File: src/rtl/pipe_ops_pkg.sv
// pipe_ops_pkg
// Shared opcode definitions for the pipeline opcode tracker and the
// branch/load hazard detector that reads it.
//   OPW      - opcode width
//   NOP_OP   - opcode used for bubbles, flushes and reset
//   OP_*     - opcode classes the hazard detector decodes
//   mode_e   - per-cycle pipeline mode (RUN, FLUSH, STALL)
//   selectMode() - mode decode with priority STALL > FLUSH > RUN
package pipe_ops_pkg;

  localparam int OPW = 4;

  localparam logic [OPW-1:0] NOP_OP  = 4'b0000;
  localparam logic [OPW-1:0] OP_ATYPE = 4'b0001;
  localparam logic [OPW-1:0] OP_LW_A  = 4'b0100;
  localparam logic [OPW-1:0] OP_LW_B  = 4'b0110;
  localparam logic [OPW-1:0] OP_BR0   = 4'b1100;
  localparam logic [OPW-1:0] OP_BR1   = 4'b1101;
  localparam logic [OPW-1:0] OP_BR2   = 4'b1110;

  typedef enum logic [1:0] {
    RUN   = 2'd0,
    FLUSH = 2'd1,
    STALL = 2'd2
  } mode_e;

  // A stalled branch has not resolved yet, so a stall request always
  // overrides a taken branch in the same cycle.
  function automatic mode_e selectMode(input logic stopPc, input logic branchTaken);
    if (stopPc) begin
      return STALL;
    end else if (branchTaken) begin
      return FLUSH;
    end
    return RUN;
  endfunction

endpackage

File: src/rtl/op_stage_reg.sv
// op_stage_reg
// One opcode pipeline register.
//   Clk    - rising-edge clock
//   ResetN - asynchronous active-low reset, forces Q to NOP_OP
//   Load   - capture D on the next edge
//   Clear  - load NOP_OP on the next edge (wins over Load)
//   D      - incoming opcode
//   Q      - registered opcode
// With neither Load nor Clear the register holds its value.
module op_stage_reg
  import pipe_ops_pkg::*;
(
  input  logic           Clk,
  input  logic           ResetN,
  input  logic           Load,
  input  logic           Clear,
  input  logic [OPW-1:0] D,
  output logic [OPW-1:0] Q
);

  // Clear inserts a NOP bubble; otherwise Load advances the stage, and
  // when neither is asserted the stage keeps its opcode (stall hold).
  always_ff @(posedge Clk or negedge ResetN) begin
    if (!ResetN) begin
      Q <= NOP_OP;
    end else if (Clear) begin
      Q <= NOP_OP;
    end else if (Load) begin
      Q <= D;
    end
  end

endmodule

File: src/rtl/op_pipe_stall_ctrl.sv
// op_pipe_stall_ctrl
// Response end of the stall handshake. Tracks the opcode in each of the
// ID/EX/MEM/WB stages, turns the hazard detector's stall request and the
// ID-stage branch-taken flush into pipeline write enables, and keeps
// stall statistics plus a sticky stall watchdog.
//   Clk, ResetN            - clock, asynchronous active-low reset
//   IFOP                   - opcode currently in IF (next ID candidate)
//   StopPC                 - stall request for this cycle
//   BranchTaken            - branch in ID resolved taken this cycle
//   IDOP/EXOP/MEMOP/WBOP   - registered per-stage opcodes
//   PCWrite, IFIDWrite     - PC and IF/ID load enables (combinational)
//   IFIDFlush, IDEXBubble  - IF/ID clear and ID/EX bubble (combinational)
//   StallCount             - consecutive stall cycles, saturating at 255
//   StallTotal             - total stall cycles since reset, saturating
//   StallTimeout           - sticky, set when StallCount reaches MAX_STALL
//   StallRelease           - one-cycle pulse on the first edge after a stall
module op_pipe_stall_ctrl
  import pipe_ops_pkg::*;
#(
  parameter int MAX_STALL = 8,
  parameter int CNT_W     = 16
) (
  input  logic             Clk,
  input  logic             ResetN,
  input  logic [OPW-1:0]   IFOP,
  input  logic             StopPC,
  input  logic             BranchTaken,
  output logic [OPW-1:0]   IDOP,
  output logic [OPW-1:0]   EXOP,
  output logic [OPW-1:0]   MEMOP,
  output logic [OPW-1:0]   WBOP,
  output logic             PCWrite,
  output logic             IFIDWrite,
  output logic             IFIDFlush,
  output logic             IDEXBubble,
  output logic [7:0]       StallCount,
  output logic [CNT_W-1:0] StallTotal,
  output logic             StallTimeout,
  output logic             StallRelease
);

  localparam logic [7:0] MaxStallC = 8'(MAX_STALL);

  mode_e      mode;
  logic       isStall;
  logic       isFlush;
  logic       isRun;
  logic [7:0] countNext;

  // Mode decode and the combinational handshake back to fetch/decode.
  // PC and IF/ID freeze only on a stall; a flush still fetches the
  // branch target but drops the wrong-path op sitting in IF.
  always_comb begin
    mode       = selectMode(StopPC, BranchTaken);
    isStall    = (mode == STALL);
    isFlush    = (mode == FLUSH);
    isRun      = (mode == RUN);
    PCWrite    = !isStall;
    IFIDWrite  = !isStall;
    IFIDFlush  = isFlush;
    IDEXBubble = isStall;
  end

  // ID: holds on stall, clears on flush, otherwise takes the IF opcode.
  op_stage_reg u_id (
    .Clk    (Clk),
    .ResetN (ResetN),
    .Load   (isRun),
    .Clear  (isFlush),
    .D      (IFOP),
    .Q      (IDOP)
  );

  // EX: receives a bubble while ID is frozen, else advances from ID.
  op_stage_reg u_ex (
    .Clk    (Clk),
    .ResetN (ResetN),
    .Load   (1'b1),
    .Clear  (isStall),
    .D      (IDOP),
    .Q      (EXOP)
  );

  // MEM and WB always advance; stalls only freeze the front end.
  op_stage_reg u_mem (
    .Clk    (Clk),
    .ResetN (ResetN),
    .Load   (1'b1),
    .Clear  (1'b0),
    .D      (EXOP),
    .Q      (MEMOP)
  );

  op_stage_reg u_wb (
    .Clk    (Clk),
    .ResetN (ResetN),
    .Load   (1'b1),
    .Clear  (1'b0),
    .D      (MEMOP),
    .Q      (WBOP)
  );

  // Saturating successor of the consecutive-stall count; also used to
  // detect the edge on which the watchdog threshold is reached.
  always_comb begin
    countNext = (StallCount == 8'hFF) ? StallCount : StallCount + 8'd1;
  end

  // Stall statistics and watchdog. StallCount is non-zero exactly when
  // the previous edge was a stall, so it doubles as the history bit for
  // the release pulse. The timeout is informational and sticky.
  always_ff @(posedge Clk or negedge ResetN) begin
    if (!ResetN) begin
      StallCount   <= 8'd0;
      StallTotal   <= '0;
      StallTimeout <= 1'b0;
      StallRelease <= 1'b0;
    end else begin
      StallRelease <= !isStall && (StallCount != 8'd0);
      if (isStall) begin
        StallCount <= countNext;
        if (StallTotal != {CNT_W{1'b1}}) begin
          StallTotal <= StallTotal + 1'b1;
        end
        if (countNext == MaxStallC) begin
          StallTimeout <= 1'b1;
        end
      end else begin
        StallCount <= 8'd0;
      end
    end
  end

endmodule

File: config.mk
export PLATFORM = sky130hd
export DESIGN_NAME = op_pipe_stall_ctrl
export DESIGN_NICKNAME = d
export VERILOG_FILES = /design/src/rtl/pipe_ops_pkg.sv /design/src/rtl/op_stage_reg.sv /design/src/rtl/op_pipe_stall_ctrl.sv
export SDC_FILE = /design/constraint.sdc
export NUM_CORES = 1
export LEC_CHECK = 0
export CORE_ASPECT_RATIO = 0.9
export CORE_MARGIN = 5
export CORE_UTILIZATION = 49
export CTS_BUF_LIST = sky130_fd_sc_hd__clkbuf_4 sky130_fd_sc_hd__clkbuf_8
export CTS_CLUSTER_SIZE = 12
export DETAILED_ROUTE_END_ITERATION = 7
export PLACE_DENSITY = 0.89
export SLEW_MARGIN = 0
export SYNTH_ARGS = -nofsm -noshare
export SYNTH_HDL_FRONTEND = slang
export SYNTH_SLANG_ARGS = --single-unit
File: constraint.sdc
create_clock -name Clk -period 2.1 [get_ports Clk]
set_input_delay 0.21 -clock Clk [delete_from_list [all_inputs] [get_ports Clk]]
set_output_delay 0.21 -clock Clk [all_outputs]
set_load 0.02 [all_outputs]
==> results of run 1 <==
final cells by class:
| type | count | area share (%) |
|---|---|---|
| Clock buffer | 5 | 2.72 |
| Timing Repair Buffer | 58 | 22.3 |
| Inverter | 3 | 0.444 |
| Multi-Input combinational cell | 110 | 29.8 |
| Tap cell | 46 | 2.27 |
| Sequential cell | 42 | 41.5 |
| Clock inverter | 3 | 0.988 |
worst max-delay path, delay by kind of cell, from the launching register on:
family                   cells  cell delay, ps
multiplexers                 1             360
AO/OA/AOI/OAI                1             460
adder cells (fa/ha/maj)      1             210
flip-flops                   1             430
AND/OR/NAND/NOR              2             280
cells by family (layout without fill, tap and decap cells):
kind of cell / Yosys count / in the layout / synth area share, %
AOI/OAI and AO/OA: 30 / 30 / 11.3
xor gates and xnor gates: 12 / 12 / 5.68
adders and majority gates: 3 / 3 / 2.03
buffers and inverters: 11 / 69 / 2.43
DFF: 42 / 42 / 56.8
muxes: 5 / 5 / 3.18
and+or+nand+nor: 60 / 60 / 18.6
metal layers:
| layer | up-vias | share of wire, % |
|---|---|---|
| li1 | 715 | - |
| met1 | 738 | 42 |
| met2 | 49 | 49 |
| met3 | 9 | 7.0 |
| met4 | 0 | 1.8 |
| met5 | - | 0 |
cells in the mapped netlist:
master | count | area share, %
dfrtp_1 | 42 | 57
clkbuf_1 | 5 | 1.0
nor3_1 | 5 | 1.4
mux2_4 | 1 | 0.81
a22o_1 | 4 | 1.9
a21oi_1 | 9 | 2.4
nor2_1 | 6 | 1.2
o21ai_0 | 3 | 0.81
a311oi_1 | 1 | 0.47
inv_1 | 2 | 0.41
o211ai_1 | 1 | 0.41
buf_4 | 1 | 0.41
and4_1 | 3 | 1.4
and3_1 | 4 | 1.4
and2_1 | 2 | 0.68
or4_4 | 1 | 0.61
mux2i_1 | 1 | 0.54
nor2b_1 | 6 | 2.0
a41o_1 | 1 | 0.54
a22oi_1 | 1 | 0.41
mux2_2 | 1 | 0.61
nor4b_1 | 1 | 0.47
o21a_1 | 1 | 0.41
mux2_1 | 2 | 1.2
buf_1 | 2 | 0.41
nand4_1 | 8 | 2.7
or4_1 | 2 | 0.81
nand2_1 | 8 | 1.6
xor2_1 | 6 | 2.8
o211a_1 | 1 | 0.54
or2_2 | 1 | 0.34
ha_1 | 3 | 2.0
a41oi_1 | 1 | 0.47
o21ai_1 | 1 | 0.27
or2_1 | 1 | 0.34
nand3_1 | 7 | 1.9
a21o_1 | 1 | 0.41
nand2b_1 | 1 | 0.34
xnor2_1 | 6 | 2.8
o41ai_2 | 1 | 0.88
a31oi_1 | 4 | 1.4
and2_2 | 1 | 0.41
inv_2 | 1 | 0.20
nor4_1 | 3 | 1.0
flip-flops by register name, summed over array words and instances (netlist names):
name and count:
StallTimeout 1, u_id.Q 4, u_wb.Q 4, StallCount 8, StallTotal 16, StallRelease 1, u_ex.Q 4, u_mem.Q 4
power by group through the flow:
stage / Combinational [mW] / Clock (mW) / Sequential, mW
after global placement: 0.535 / 0 / 1.02
after detailed placement: 0.543 / 0 / 1.03
final: 0.538 / 0.550 / 1.02
after global routing: 0.590 / 0.597 / 1.03
after floorplan: 0.163 / 0 / 1.12
after CTS: 0.548 / 0.560 / 1.01
path summary, 6_finish.rpt:
| path | start | end | cells past startpoint |
|---|---|---|---|
| worst min-delay path | u_ex.Q[0] | u_mem.Q[0] | 0 |
| min in group asynchronous | ResetN | StallCount[3] | 2 |
| worst max register to register | StallTotal[0] | StallTotal[1] | 5 |
| worst min register to register | u_ex.Q[0] | u_mem.Q[0] | 0 |
| max in group asynchronous | ResetN | StallTotal[7] | 3 |
| worst max-delay path | StallTotal[0] | StallTotal[1] | 5 |
timing repair:
item,CTS,global route
hold buffers,1,0
hold endpoints to repair,25,0
setup buffers,0,0
==> reports/qor.tcl, run 1 <==
set qor(nNetsFinal) 231
set qor(place_ws_ps) 145
set qor(synth_warnings) 0
set qor(regArea_um2) 1050
set qor(clk_latency_ps) 310
set qor(area_delta_synth_final_pct) 36.9
set qor(ant_nets) 0
set qor(track_usage_pct) 18.7
set qor(grt_pass1_vias) 1439
set qor(tightestPinTransition_ps) 580
set qor(coreArea_um2) 3680
set qor(syn-num-nets) 174
set qor(unique_masters_post_synth) 44
set qor(die_height_um) 68.3
set qor(stdcell_count) 267
set qor(post-route-worst-setup-slack_ps) 247
set qor(syn_area_um2) 1850
set qor(synthesis.area_per_instance_um2) 11.4
set qor(antenna_found_initial) 0
set qor(timing.setup.critical_path_class) {register to register}
set qor(fin_setup_tns_ps) 0
set qor(port_buffers) 53
set qor(drive_above_1_share_pct) 9.05
set qor(post_cts_resized) 0
set qor(final.hold.worst_slack_ps) 381
set qor(final_cell_mix) {52 x clkdlybuf4s50_1, 42 x dfrtp_1, 9 x a21oi_1, 8 x nand4_1, 8 x nand2_1}
set qor(regToRegSetupSlack_ps) 250
set qor(cts.clk_slew.worst_paths_ps) 80
set qor(cts_buffer_depth) 2
set qor(placed_cells_incl_taps) 258
set qor(num_rows) 21
set qor(grt_start_max_net_pins) 28
set qor(critPathLaunchType) {register}
set qor(net_sw_share_pct) 33.2
set qor(routed_via_density) 5.66
set qor(vias) 1511
set qor(cts.htree.levels) 2
set qor(insertedDiodeCount) 0
set qor(global_route.usage.met2_pct) 30.5
set qor(synth_sequential_area_ratio_pct) 56.8
set qor(timing.clock.skew_ps) 5.53
set qor(place.gp.congestion) 0.850
set qor(clock-sinks) 42
set qor(power_density_nw_per_um2) 830
set qor(internal_power_mw) 1.41
set qor(filler_cell_count) 284
set qor(tritoncts.num_buffers) 5
set qor(initial_utilization_pct) 50.3
set qor(reg_power_share_pct) 48.3
set qor(irDropWorstVdd_mv) 0.415
set qor(grt_overflow) 0
set qor(critPathMaxFanout) 5
set qor(dp.final_hpwl_um) 3150
set qor(global_route.usage.met3_pct) 7.49
set qor(worst_ep_required_time_ps) 2300
set qor(power_share_of_the_combinational_group_pct) 25.6
set qor(cellLeakagePower_nw) 1.11
set qor(critPathArrivalTime_ps) 2050
set qor(post-route-min-period_ps) 1850
set qor(final_common_cell) {clkdlybuf4s50_1}
set qor(max-cap-violations) 0
set qor(hold_class) {register to register}
set qor(cts_tree) {done}
set qor(fmaxAchievable_mhz) 540
set qor(finalMaxSlewViolations) 0
set qor(finalPower_mw) 2.10
set qor(slew_headroom_pct) 61.3
set qor(post_drt_wl_per_cell_um) 16.1
set qor(setup_viol_count_final) 0
set qor(net-switching-power_mw) 0.697
set qor(firstDrtPassIters) 4
set qor(post-route-drc-count) 0
set qor(grt_util_met1_pct) 22.1
set qor(grt.busiest_layer) {met2}
set qor(unrepaired_setup_endpoints_after_global_routing) {no}
set qor(wirelength_um) 4290
set qor(layout.core_utilization_pct) 68.9
set qor(critical_path.cell_chain) {ha_1, and2_2, nand2_1, o41ai_2, mux2_1}
set qor(ys_seq_elements) 42
set qor(syn_inst) 163
set qor(report.final.hold_viol_count) 0
set qor(cp-end-kind) {register}
set qor(place_area_um2) 2430
set qor(floorplan.die.width_um) 74.8
set qor(cpPeakStageDelay_ps) 460
set qor(drt-initial-drc-count) 113
set qor(p_clk_share_pct) 26.2
set qor(critPathSlowestCell) {o41ai_2}
set qor(multi_input_comb_area_um2) 754
set qor(global_route_wire_length_before_repair_um) 6980
set qor(ioPinCount) 54
set qor(floorplan.die_area_um2) 5110
set qor(status) {complete, no violations}
set qor(design_area_um2) 2530
set qor(tcrit_tclk_final_pct) 88.2
set qor(clock-root-buffer) {clkbuf_8}
(Power assumes the default switching activity.)
==> run 2: changes to the inputs <==
Settings changed: SLEW_MARGIN 0 to 10.
==> results of run 2 <==
Same layout as run 1: the final DEF is identical, and so are final timing and power.
